**config.mk**
```make
export PLATFORM = sky130hd
export DESIGN_NAME = serial_word_feeder
export DESIGN_NICKNAME = d
export VERILOG_FILES = /design/src/rtl/serial_word_feeder.sv
export SDC_FILE = /design/constraint.sdc
export NUM_CORES = 1
export LEC_CHECK = 0
export ABC_AREA = 1
export CORE_MARGIN = 2
export CORE_UTILIZATION = 43
export CTS_CLUSTER_DIAMETER = 100
export DETAILED_ROUTE_END_ITERATION = 8
export GPL_TIMING_DRIVEN = 0
export PLACE_DENSITY = 0.8
export RECOVER_POWER = 50
export SLEW_MARGIN = 5
export SYNTH_ARGS = -nofsm -noshare
export SYNTH_HDL_FRONTEND = slang
export SYNTH_SLANG_ARGS = --single-unit
```
**constraint.sdc**
```tcl
create_clock -name clk -period 1 [get_ports clk]
set_input_delay 0.15 -clock clk [delete_from_list [all_inputs] [get_ports clk]]
set_output_delay 0.15 -clock clk [all_outputs]
set_load 0.05 [all_outputs]
```
**src/rtl/serial_word_feeder.sv**
```systemverilog
// Parallel-to-serial front end: takes a WIDTH-bit word over valid/ready and
// emits it one bit per DIV cycles on data_out, qualified by ena_out.
module serial_word_feeder #(
    parameter int WIDTH = 8,
    parameter int DIV   = 1
) (
    input  logic             clk,
    input  logic             rst,
    input  logic [WIDTH-1:0] word_in,
    input  logic             word_valid,
    output logic             word_ready,
    input  logic             msb_first,
    input  logic             flush,
    output logic             data_out,
    output logic             ena_out,
    output logic             busy,
    output logic             done
);

    // Handshake: a word transfers on a rising edge where word_valid && word_ready
    // (and flush is low); the source holds word_in/word_valid until then.

    localparam int BW = (WIDTH > 1) ? $clog2(WIDTH) : 1;
    localparam int DW = (DIV > 1) ? $clog2(DIV) : 1;
    localparam logic [BW-1:0] BIT_LAST = BW'(WIDTH - 1);
    localparam logic [DW-1:0] DIV_LAST = DW'(DIV - 1);

    typedef enum logic {IDLE, SHIFT} state_t;

    state_t           state_q, state_d;
    logic [WIDTH-1:0] shreg_q, shreg_d;
    logic             order_q, order_d;
    logic [BW-1:0]    bit_cnt_q, bit_cnt_d;
    logic [DW-1:0]    div_cnt_q, div_cnt_d;
    logic             done_q, done_d;

    always_ff @(posedge clk or negedge rst) begin
        if (!rst) begin
            state_q   <= IDLE;
            shreg_q   <= '0;
            order_q   <= 1'b0;
            bit_cnt_q <= '0;
            div_cnt_q <= '0;
            done_q    <= 1'b0;
        end else begin
            state_q   <= state_d;
            shreg_q   <= shreg_d;
            order_q   <= order_d;
            bit_cnt_q <= bit_cnt_d;
            div_cnt_q <= div_cnt_d;
            done_q    <= done_d;
        end
    end

    always_comb begin
        state_d   = state_q;
        shreg_d   = shreg_q;
        order_d   = order_q;
        bit_cnt_d = bit_cnt_q;
        div_cnt_d = div_cnt_q;
        done_d    = 1'b0;
        case (state_q)
            IDLE: begin
                if (word_valid && !flush) begin
                    state_d   = SHIFT;
                    shreg_d   = word_in;
                    order_d   = msb_first;
                    bit_cnt_d = '0;
                    div_cnt_d = DIV_LAST;
                end
            end
            SHIFT: begin
                // flush wins even over the final strobe, so no done is produced
                if (flush) begin
                    state_d   = IDLE;
                    shreg_d   = '0;
                    bit_cnt_d = '0;
                    div_cnt_d = '0;
                end else if (div_cnt_q == '0) begin
                    shreg_d   = order_q ? {shreg_q[WIDTH-2:0], 1'b0}
                                        : {1'b0, shreg_q[WIDTH-1:1]};
                    bit_cnt_d = bit_cnt_q + 1'b1;
                    div_cnt_d = DIV_LAST;
                    if (bit_cnt_q == BIT_LAST) begin
                        state_d   = IDLE;
                        bit_cnt_d = '0;
                        done_d    = 1'b1;
                    end
                end else begin
                    div_cnt_d = div_cnt_q - 1'b1;
                end
            end
            default: state_d = IDLE;
        endcase
    end

    assign word_ready = (state_q == IDLE);
    assign busy       = (state_q == SHIFT);
    assign ena_out    = busy && (div_cnt_q == '0);
    assign data_out   = busy && (order_q ? shreg_q[WIDTH-1] : shreg_q[0]);
    assign done       = done_q;

endmodule

```
==> flow_summary.toml <==
[layout]
area_delta_synth_final_pct = 79.32
fillers = 105
antenna_cells = 0
utilization = 0.8066
regArea_sq_um = 355.3
drive_gt1_frac = 0.4737
fin_cells = 158
nets = 149
final_common_cell = "nand2_1"
final_cell_mix = "nand2_1 (20), dfrtp_1 (12), clkdlybuf4s50_1 (10), inv_1 (9)"
multi_input_area_sq_um = 563.0

[flow_run]
drv_cap = 0

[floorplan]
start_util = 0.4498
core_sq_um = 1708
num_rows = 15
die-area_sq_um = 2141
floorplan.die.height_um = 46.27
die_x_um = 46.27
ioPinCount = 18

[synth]
syn_nets = 113
yosysUniqueCellTypes = 14
syn_inst = 98
synth-seq-cells = 14
synth_seq_area_share = 0.4560
yosys_warnings = 0
avgSynthCellArea_sq_um = 7.839
syn-cell-area_sq_um = 768.2

[timing]
worstMarginPinSlew_ps = 704.2
post-route-period-util = 1.311
slew_headroom = 0.5290
skew_ps = 0.9485
fin_hold_ws_ps = 349.9
final-max-slew-violation-count = 0
grt_setup_unrepaired = "true"
fin_crit_ps = 1311
fin_setup_tns_ps = -4220
setup_violations = 17
hold_viol = 0
fmax_ghz = 0.7630
setup_ws_ps = -310.5

[place]
dp_slack_ps = -693.4
gp_congestion = 0.7950
dpl.cell_count = 140
port_buffers = 17
dp_hpwl_mm = 1.209

[clocking]
cts.clk_slew.worst_paths_ps = 90
clock_latency_ps = 280
ctsHoldBuffers = 0
cts_buffer_depth = 2
h-tree-depth = 1
tritoncts = "built"
cts_made_buffers = 3
clock_sinks = 14
cts-root-buf = "clkbuf_4"

[setup_path]
crit_fanout = 9
reg2reg_from = "busy$_DFF_PN0_"
path_cells = "buf_6 -> o21ai_4 -> a21oi_4 -> buf_6"
crit_type = "register to output port"
critPathSlowestCell = "dfrtp_1"
crit_top_cell = "buf_6"
arrival_ps = 1160
worst_r2r_endpoint = "shreg_q[5]$_DFFE_PN0P_"
start_kind = "register"
critPathCaptureType = "output port"
required_ps = 850
max_stage_delay_ps = 380
r2r_setup_slack_ps = -300
rr_worst_depth = 5
worstSetupStartpoint = "order_q$_DFFE_PN0P_"

[run_status]
violations = "setup timing"
status = "finished with violations"

[route]
drtPass1Iterations = 4
drt-vias-per-instance = 5.310
vias = 839
drtAntennaViolNets = 0
drc = 0
drt_wl_total_mm = 2.586
drtIter0Drc = 20
wl_per_cell_um = 16.37

[global_route]
grt.total_usage = 0.2318
grt_max_degree = 15
grt_pass1_vias = 773
grt_first_pass_wirelength_mm = 3.360
overflow = 0
antenna_found_initial = 0

[min_path]
hold_path.class = "input pin to asynchronous set/reset pin"

[pwr]
ir_worst_vdd_mv = 1.448
powerDensity_nw_per_um2 = 1590
power_leakage_nw = 0.6149
-- report_power, final --
| part | switching [mW] | internal, mW | leakage [nW] |
|---|---|---|---|
| Clock | 0.191 | 0.155 | 0.0150 |
| Sequential | 0.125 | 0.688 | 0.170 |
| Combinational | 0.560 | 0.471 | 0.429 |
| Total | 0.876 | 1.31 | 0.615 |
-- cells by family after synthesis --
kind of cell,synth area share
adders and majority gates,0.03257
DFF,0.4560
and+or+nand+nor,0.2817
buffers and inverters,0.07981
AOI/OAI and AO/OA,0.1498
-- what timing repair did --
action	in CTS	in global routing
endpoints found under the setup margin	19	19
gates cloned	2	0
gates resized for setup	51	30
pin swaps	10	14
buffers inserted	7	5
-- stage by stage --
step	power, mW	cell area (sq um)
3_3_place_gp	1.386	1035
3_5_place_dp	1.407	1035
2_1_floorplan	1.217	833.3
5_1_grt	2.323	1378
4_1_cts	1.911	1201
6_report	2.190	1378
-- final cells by class --
class	instances	area share
multi-input cells	71	0.4087
flip-flops and latches	14	0.2579
repair buffers	29	0.2253
inverters	13	0.05268
well taps	25	0.02271
clock buffers	4	0.01907
plain buffers	2	0.01362
-- state kept, by name (all words and copies together), names as in the netlist --
| register | cells |
|---|---|
| shreg_q | 8 |
| done | 1 |
| order_q | 1 |
| bit_cnt_q | 3 |
| busy | 1 |
-- critical path: cells and delay by family (launching register included) --
family          cells  cell delay [ps]
buf+inv             2              300
flops               1              380
compound gates      2              190
-- synth_stat cells --
cell type  instances  area, sq um
nand3_1            7        35.03
nor2_1             8        30.03
nor2_8             1        20.02
o21ai_0            4        20.02
nand2_4            2        22.52
inv_1             11        41.29
ha_1               2        25.02
o21bai_1           6        45.04
buf_2              1        5.000
buf_4              1        7.510
nand2_1           29        108.9
inv_2              2        7.510
a21oi_1           10        50.05
dfrtp_1           14        350.3
-- worst max-delay path by stage --
| stage | slack, ps | to |
|---|---|---|
| 6_report | -310 | data_out |
| 2_1_floorplan | -140 | data_out |
| 5_1_grt | -350 | data_out |
| 3_3_place_gp | -680 | data_out |
| 4_1_cts | -320 | data_out |
| 3_5_place_dp | -690 | data_out |
-- routing by layer --
metal	routed length, um	vias to the layer above	global-route usage	share of wire
li1	-	388	-	-
met1	1053	405	0.2616	0.41
met2	1338	39	0.3972	0.52
met3	127	7	0.03529	0.049
met4	66	0	0.1543	0.026
met5	0	-	0	0
Power figures use the tool's default switching activity.
